### config.mk
export PLATFORM = sky130hd
export DESIGN_NAME = uart_alu_host
export DESIGN_NICKNAME = d
export VERILOG_FILES = /design/src/rtl/uart_alu_host.sv
export SDC_FILE = /design/constraint.sdc
export NUM_CORES = 1
export LEC_CHECK = 0
export ABC_AREA = 0
export CORE_MARGIN = 5
export CORE_UTILIZATION = 36
export DETAILED_ROUTE_END_ITERATION = 10
export SETUP_SLACK_MARGIN = 0.1
export SLEW_MARGIN = 40
export SYNTH_ARGS = -nofsm -noshare
export SYNTH_HDL_FRONTEND = slang
export SYNTH_SLANG_ARGS = --single-unit
### constraint.sdc
create_clock -name clk_i -period 10 [get_ports clk_i]
set_input_delay 1 -clock clk_i [delete_from_list [all_inputs] [get_ports clk_i]]
set_output_delay 1 -clock clk_i [all_outputs]
set_load 0.01 [all_outputs]
### src/rtl/uart_alu_host.sv
// Host-side UART ALU command initiator: frames an opcode plus N operands into the
// ALU byte packet, then collects the 4-byte little-endian result or times out.
module uart_alu_host #(
   parameter int unsigned timeout_cycles_p = 1000000
) (
   input  logic        clk_i,
   input  logic        rst_i,
   input  logic        cmd_valid_i,
   output logic        cmd_ready_o,
   input  logic [7:0]  cmd_opcode_i,
   input  logic [7:0]  cmd_count_i,
   input  logic        op_valid_i,
   output logic        op_ready_o,
   input  logic [31:0] op_data_i,
   output logic [7:0]  tx_data_o,
   output logic        tx_valid_o,
   input  logic        tx_ready_i,
   input  logic [7:0]  rx_data_i,
   input  logic        rx_valid_i,
   output logic        rx_ready_o,
   output logic        rsp_valid_o,
   input  logic        rsp_ready_i,
   output logic [31:0] rsp_data_o,
   output logic        rsp_timeout_o,
   output logic        busy_o
);
   localparam int unsigned TMR_W = $clog2(timeout_cycles_p + 1);
   localparam logic [TMR_W-1:0] TMR_MAX = TMR_W'(timeout_cycles_p);

   typedef enum logic [2:0] {
      S_IDLE = 3'd0,
      S_HDR  = 3'd1,
      S_OPND = 3'd2,
      S_WAIT = 3'd3,
      S_RSP  = 3'd4
   } state_t;

   state_t           r_state;
   state_t           w_state_nxt;
   logic [7:0]       r_opcode;
   logic [7:0]       r_count;
   logic [15:0]      r_len;
   logic [1:0]       r_idx;
   logic [1:0]       r_bidx;
   logic [7:0]       r_op_acc;
   logic             r_held;
   logic [31:0]      r_shift;
   logic [31:0]      r_result;
   logic [1:0]       r_k;
   logic             r_timeout;
   logic [TMR_W-1:0] r_timer;

   logic w_cmd_hs, w_op_hs, w_tx_hs, w_rx_hs, w_rsp_hs;
   logic w_hlast, w_blast, w_ops_left, w_tmr_done;

   assign w_cmd_hs   = cmd_valid_i & cmd_ready_o;
   assign w_op_hs    = op_valid_i & op_ready_o;
   assign w_tx_hs    = tx_valid_o & tx_ready_i;
   assign w_rx_hs    = rx_valid_i & rx_ready_o;
   assign w_rsp_hs   = rsp_valid_o & rsp_ready_i;
   assign w_hlast    = (r_idx == 2'd3);
   assign w_blast    = (r_bidx == 2'd3);
   assign w_ops_left = (r_op_acc != r_count);
   assign w_tmr_done = (r_timer == TMR_MAX);

   assign busy_o        = (r_state != S_IDLE);
   assign rsp_data_o    = r_result;
   assign rsp_timeout_o = r_timeout;

   // State register
   always_ff @(posedge clk_i or posedge rst_i) begin
      if (rst_i) begin
         r_state <= S_IDLE;
      end else begin
         r_state <= w_state_nxt;
      end
   end

   // Next-state logic
   always_comb begin
      w_state_nxt = r_state;
      case (r_state)
         S_IDLE: begin
            if (w_cmd_hs) w_state_nxt = S_HDR;
            else          w_state_nxt = S_IDLE;
         end
         S_HDR: begin
            if (w_tx_hs && w_hlast) w_state_nxt = (r_count != 8'd0) ? S_OPND : S_WAIT;
            else                    w_state_nxt = S_HDR;
         end
         S_OPND: begin
            if (w_tx_hs && w_blast && !w_ops_left) w_state_nxt = S_WAIT;
            else                                   w_state_nxt = S_OPND;
         end
         S_WAIT: begin
            if (w_rx_hs)         w_state_nxt = (r_k == 2'd3) ? S_RSP : S_WAIT;
            else if (w_tmr_done) w_state_nxt = S_RSP;
            else                 w_state_nxt = S_WAIT;
         end
         S_RSP: begin
            if (w_rsp_hs) w_state_nxt = S_IDLE;
            else          w_state_nxt = S_RSP;
         end
         default: w_state_nxt = S_IDLE;
      endcase
   end

   // Output decode; the next operand may load on the cycle the last byte of the current one leaves
   always_comb begin
      cmd_ready_o = 1'b0;
      op_ready_o  = 1'b0;
      tx_valid_o  = 1'b0;
      tx_data_o   = 8'h00;
      rx_ready_o  = 1'b0;
      rsp_valid_o = 1'b0;
      case (r_state)
         S_IDLE: begin
            cmd_ready_o = ~rst_i;
            rx_ready_o  = 1'b1;
         end
         S_HDR: begin
            rx_ready_o = 1'b1;
            tx_valid_o = 1'b1;
            op_ready_o = w_ops_left & ~r_held;
            case (r_idx)
               2'd0:    tx_data_o = r_opcode;
               2'd1:    tx_data_o = 8'h00;
               2'd2:    tx_data_o = r_len[7:0];
               default: tx_data_o = r_len[15:8];
            endcase
         end
         S_OPND: begin
            rx_ready_o = 1'b1;
            tx_valid_o = r_held;
            op_ready_o = w_ops_left & (~r_held | (tx_ready_i & w_blast));
            if (r_held) tx_data_o = r_shift[7:0];
            else        tx_data_o = 8'h00;
         end
         S_WAIT: begin
            rx_ready_o = 1'b1;
         end
         S_RSP: begin
            rsp_valid_o = 1'b1;
         end
         default: begin
            rx_ready_o = 1'b0;
         end
      endcase
   end

   // Datapath: packet fields, operand shifter, result assembly and response timer
   always_ff @(posedge clk_i or posedge rst_i) begin
      if (rst_i) begin
         r_opcode  <= 8'h00;
         r_count   <= 8'h00;
         r_len     <= 16'h0000;
         r_idx     <= 2'd0;
         r_bidx    <= 2'd0;
         r_op_acc  <= 8'h00;
         r_held    <= 1'b0;
         r_shift   <= 32'h0000_0000;
         r_result  <= 32'h0000_0000;
         r_k       <= 2'd0;
         r_timeout <= 1'b0;
         r_timer   <= {TMR_W{1'b0}};
      end else begin
         r_timer <= {TMR_W{1'b0}};
         if (w_cmd_hs) begin
            r_opcode  <= cmd_opcode_i;
            r_count   <= cmd_count_i;
            r_len     <= 16'd4 + {6'd0, cmd_count_i, 2'b00};
            r_idx     <= 2'd0;
            r_bidx    <= 2'd0;
            r_op_acc  <= 8'h00;
            r_held    <= 1'b0;
            r_result  <= 32'h0000_0000;
            r_k       <= 2'd0;
            r_timeout <= 1'b0;
         end
         if (r_state == S_HDR && w_tx_hs) begin
            r_idx <= r_idx + 2'd1;
         end
         if (w_op_hs) begin
            r_shift  <= op_data_i;
            r_held   <= 1'b1;
            r_bidx   <= 2'd0;
            r_op_acc <= r_op_acc + 8'd1;
         end else if (r_state == S_OPND && w_tx_hs) begin
            r_shift <= {8'h00, r_shift[31:8]};
            r_bidx  <= r_bidx + 2'd1;
            if (w_blast) r_held <= 1'b0;
         end
         if (r_state == S_WAIT) begin
            if (w_rx_hs) begin
               r_result[{r_k, 3'b000} +: 8] <= rx_data_i;
               r_k <= r_k + 2'd1;
            end else if (w_tmr_done) begin
               r_timeout <= 1'b1;
            end else begin
               r_timer <= r_timer + TMR_W'(1);
            end
         end
      end
   end
endmodule

==> results.txt <==
STA classifies the critical path startpoint as a primary input. The worst hold path belongs to the class flip-flop to flip-flop. The first global-routing pass estimated 25.2 mm of wire. The number of antenna violations at the first check in global routing came out at 0. The congestion estimate from routability-driven global placement came to 0.792. Setup violations remaining at the end of the flow were counted as 0.

The final setup skew is 12.8 ps. The initial core utilization is 0.366. The number of instances in the synthesized netlist came out at 633. The hold buffer count at cts is 0.

The worst setup path is captured at an output port. The core area is 16500 um2. The number of fill cells is 1530. The number of post-CTS setup repair buffers came out at 0. The largest net degree at the start of global routing is 85. The residual antenna-violating net count after detailed routing came out at 0. The height of the chip came out at 140 um. The distinct cell type count after synthesis is 46. The cell sitting at the root of the clock tree is a sky130_fd_sc_hd__clkbuf_16.

The ratio of final minimum period to clock period is 0.387. The number of cells on the critical path is 5. The number of DRC markers in iteration 0 is 363.

TritonCTS built the clock tree. The worst setup slack after layout is 6130 ps. The share of post-route cells with drive strength above 1 is 0.0722. By startpoint and endpoint, the worst setup path is classified as primary input to output port. The depth of the worst register-to-register path came out at 6. The reported max-cap violation count came out at 0.

Synthesis produced a netlist with a net count of 711. The number of sinks on the clock net is 128. The kind of cell adding the most delay to the critical path is buffers and inverters. The vias per cell is 4.96.

The floorplan has 47 rows. The standby leakage power is 0.00344 uW. The capturing instance or port of the critical path is op_ready_o. Power spread over the standard cell area amounts to 250 nW/um2. The routed wire length is 15.2 mm. Synthesis inferred 128 register bits. The filler-free cell count of the finished design came out at 968. The detailed-placement wirelength estimate came out at 10.6 mm. 0 antenna diodes ended up in the layout. The clock latency on the worst-skew pair came out at 430 ps. The delay of the slowest cell on the worst path came out at 640 ps. The final net count is 813.

The total I/O pin count came out at 110. The full die area came out at 19500 um2. Subtracting the final worst setup slack from the clock period gives 3870 ps. The total power after layout is 1970 uW.

After synthesis, the mean cell area works out to 9.55 um2. The cell repeated most along the worst path is sky130_fd_sc_hd__clkdlybuf4s50_1. The slack of the worst reg-to-reg path is 7700 ps. The utilization after layout is 0.477. The worst register-to-register path begins at r_state[1]$_DFF_PP0_. The post-synthesis instance area is 6050 um2.

Dividing the detail-routed wire length by the instance count gives 15.7 um. At the pin with the least slew margin, the transition time is 783 ps. Across the VDD grid, the largest voltage drop is 0.131 mV. During placement, the flow inserted port buffers numbering 109.

For the worst setup path, the data required time is 9000 ps. In this run, CTS created clock tree buffers numbering 17. In this run the critical register-to-register path is captured at r_op_acc[5]$_DFFE_PP0P_. The first detailed-routing pass ran for 4 iterations. The number of hold-slack violations in the final timing report is 0. The H-tree depth reported by CTS is 4.

At the placement stage, the worst setup path has a slack of 6150 ps. Once the clock tree was built, the resizer swapped 0 gates to a different size. The number of design rule violations left after detail routing came out at 0. The number of enable-type register cells in the synthesized netlist is 0.

The number of global-route vias before repair is 4890. The clock-pin slew reported for the worst setup and hold paths after clock tree synthesis is 60 ps. The arrival time of data at the critical path endpoint is 2870 ps. Measured against its own limit, the worst slew margin works out to 0.478. The total congestion overflow came out at 0. The final total negative setup slack is 0 ps.

Setup repair after global routing left no endpoint under its margin. The most critical setup path has its startpoint at tx_ready_i. The number of warnings printed during yosys synthesis came out at 0.

The most used flip-flop cell after synthesis is sky130_fd_sc_hd__dfrtp_1. The total placed cells including tap cells is 936. The async set or reset register ratio after synthesis is 1.00. The relative area change from synthesis to final layout came out at 30.4%. The fmax is 0.259 GHz. The total vias in the final route is 4804. The max-slew violation count is 0. The combined buffer and inverter count along the critical path is 2. The cell at the slowest stage of the critical path is sky130_fd_sc_hd__clkdlybuf4s50_1.

The maximum fanout along the worst path came out at 8. The share of synthesized area occupied by flip-flops and latches is 0.530. Across every metal layer, demand over resource in global routing totals 0.160. In this run the deepest clock path goes through 2 buffers. The run finished with clean final reports.

Walking the worst path, the cells encountered are clkdlybuf4s50_1, a21boi_0, o32ai_2, nor2b_1, clkdlybuf4s50_1. The die extent in x came out at 140 um.
## worst min path at each step
stage	start	end	slack (ps)	cells after the start
global placement	r_len[3]$_DFFE_PP0P_	r_len[3]$_DFFE_PP0P_	460	2
CTS	r_len[3]$_DFFE_PP0P_	r_len[3]$_DFFE_PP0P_	480	2
detailed placement	r_len[3]$_DFFE_PP0P_	r_len[3]$_DFFE_PP0P_	470	2
global route	r_len[9]$_DFFE_PP0P_	r_len[9]$_DFFE_PP0P_	510	2
floorplan	r_opcode[0]$_DFFE_PP0P_	r_opcode[0]$_DFFE_PP0P_	450	2
finish	r_len[3]$_DFFE_PP0P_	r_len[3]$_DFFE_PP0P_	480	2
## registers in the layout, indices dropped and copies added (netlist names)
signal / count
rsp_data_o: 32
r_bidx: 2
r_opcode: 8
r_state: 3
r_len: 9
r_op_acc: 8
r_count: 8
r_timer: 20
r_held: 1
rsp_timeout_o: 1
r_shift: 32
r_idx: 2
r_k: 2
## final cells by class
cell class	count	area (um2)	area share
well taps	220	275	0.0349
clock inverters	15	125	0.0159
repair buffers	112	1120	0.142
multi-input cells	456	2660	0.337
flip-flops and latches	128	3200	0.406
clock buffers	17	425	0.0540
inverters	20	77.6	0.00984
## metal layers
metal	track usage	routed length (um)
met3	0.0477	676
met5	0	0
met4	0.0474	217
met2	0.239	6930
met1	0.225	7350
## Yosys cell counts (2+ instances only)
cell	count	area, um2
sky130_fd_sc_hd__a21oi_1	4	20.0
sky130_fd_sc_hd__a22oi_1	6	45.0
sky130_fd_sc_hd__o21ai_0	22	110
sky130_fd_sc_hd__nand4_1	9	56.3
sky130_fd_sc_hd__nand3_1	32	160
sky130_fd_sc_hd__or2_2	4	25.0
sky130_fd_sc_hd__nand2_1	149	559
sky130_fd_sc_hd__a211o_1	4	35.0
sky130_fd_sc_hd__and2_1	4	25.0
sky130_fd_sc_hd__nor3_1	6	30.0
sky130_fd_sc_hd__nor3b_1	2	15.0
sky130_fd_sc_hd__xor2_1	16	140
sky130_fd_sc_hd__o21ai_1	10	50.1
sky130_fd_sc_hd__nor2_1	58	218
sky130_fd_sc_hd__nor4_2	2	25.0
sky130_fd_sc_hd__dfrtp_1	128	3200
sky130_fd_sc_hd__o31ai_1	2	15.0
sky130_fd_sc_hd__nor4_4	3	63.8
sky130_fd_sc_hd__and3_1	5	31.3
sky130_fd_sc_hd__clkbuf_1	17	63.8
sky130_fd_sc_hd__a21boi_0	2	15.0
sky130_fd_sc_hd__inv_1	19	71.3
sky130_fd_sc_hd__a31oi_1	25	156
sky130_fd_sc_hd__xnor2_1	18	158
sky130_fd_sc_hd__or3_1	2	12.5
sky130_fd_sc_hd__buf_2	11	55.1
sky130_fd_sc_hd__ha_1	15	188
sky130_fd_sc_hd__a22o_1	35	307
sky130_fd_sc_hd__nor4_1	6	37.5
## per-stage QoR
step / instance area, um2 / hold WS [ps]
after floorplan: 6050 / 446
after global routing: 7880 / 510
after detailed placement: 7330 / 465
after global placement: 7320 / 465
final: 7880 / 475
after CTS: 7880 / 480
## report_power, final
group / switching, uW / leakage, uW / internal [uW]
sequential: 119 / 0.00166 / 668
combinational: 330 / 0.00153 / 280
clock: 252 / 0.000260 / 323
total: 700 / 0.00344 / 1270
## worst min-delay path: stages, from the launching register on
cell and delay, ps:
sky130_fd_sc_hd__dfrtp_1 340, sky130_fd_sc_hd__nand2_1 50, sky130_fd_sc_hd__nand2_1 50
## logic make-up after synthesis
kind of cell             count (synthesis)  share of synthesized area
XOR/XNOR                                34                     0.0492
flip-flops                             128                      0.530
buffers and inverters                   49                     0.0339
AO/OA/AOI/OAI                          117                      0.136
adder cells (fa/ha/maj)                 15                     0.0310
AND/OR/NAND/NOR                        290                      0.220
## cell usage in the layout (no fill, tap or decap), types with 9 or more instances in the layout
cell and n:
sky130_fd_sc_hd__a22o_1 35, sky130_fd_sc_hd__a31oi_1 25, sky130_fd_sc_hd__clkbuf_16 17, sky130_fd_sc_hd__clkdlybuf4s50_1 109, sky130_fd_sc_hd__dfrtp_1 128, sky130_fd_sc_hd__ha_1 15, sky130_fd_sc_hd__inv_1 18, sky130_fd_sc_hd__nand2_1 148
sky130_fd_sc_hd__nand3_1 32, sky130_fd_sc_hd__nand4_1 9, sky130_fd_sc_hd__nor2_1 58, sky130_fd_sc_hd__o21ai_0 22, sky130_fd_sc_hd__o21ai_1 10, sky130_fd_sc_hd__xnor2_1 18, sky130_fd_sc_hd__xor2_1 16
Power figures use the tool's default switching activity.
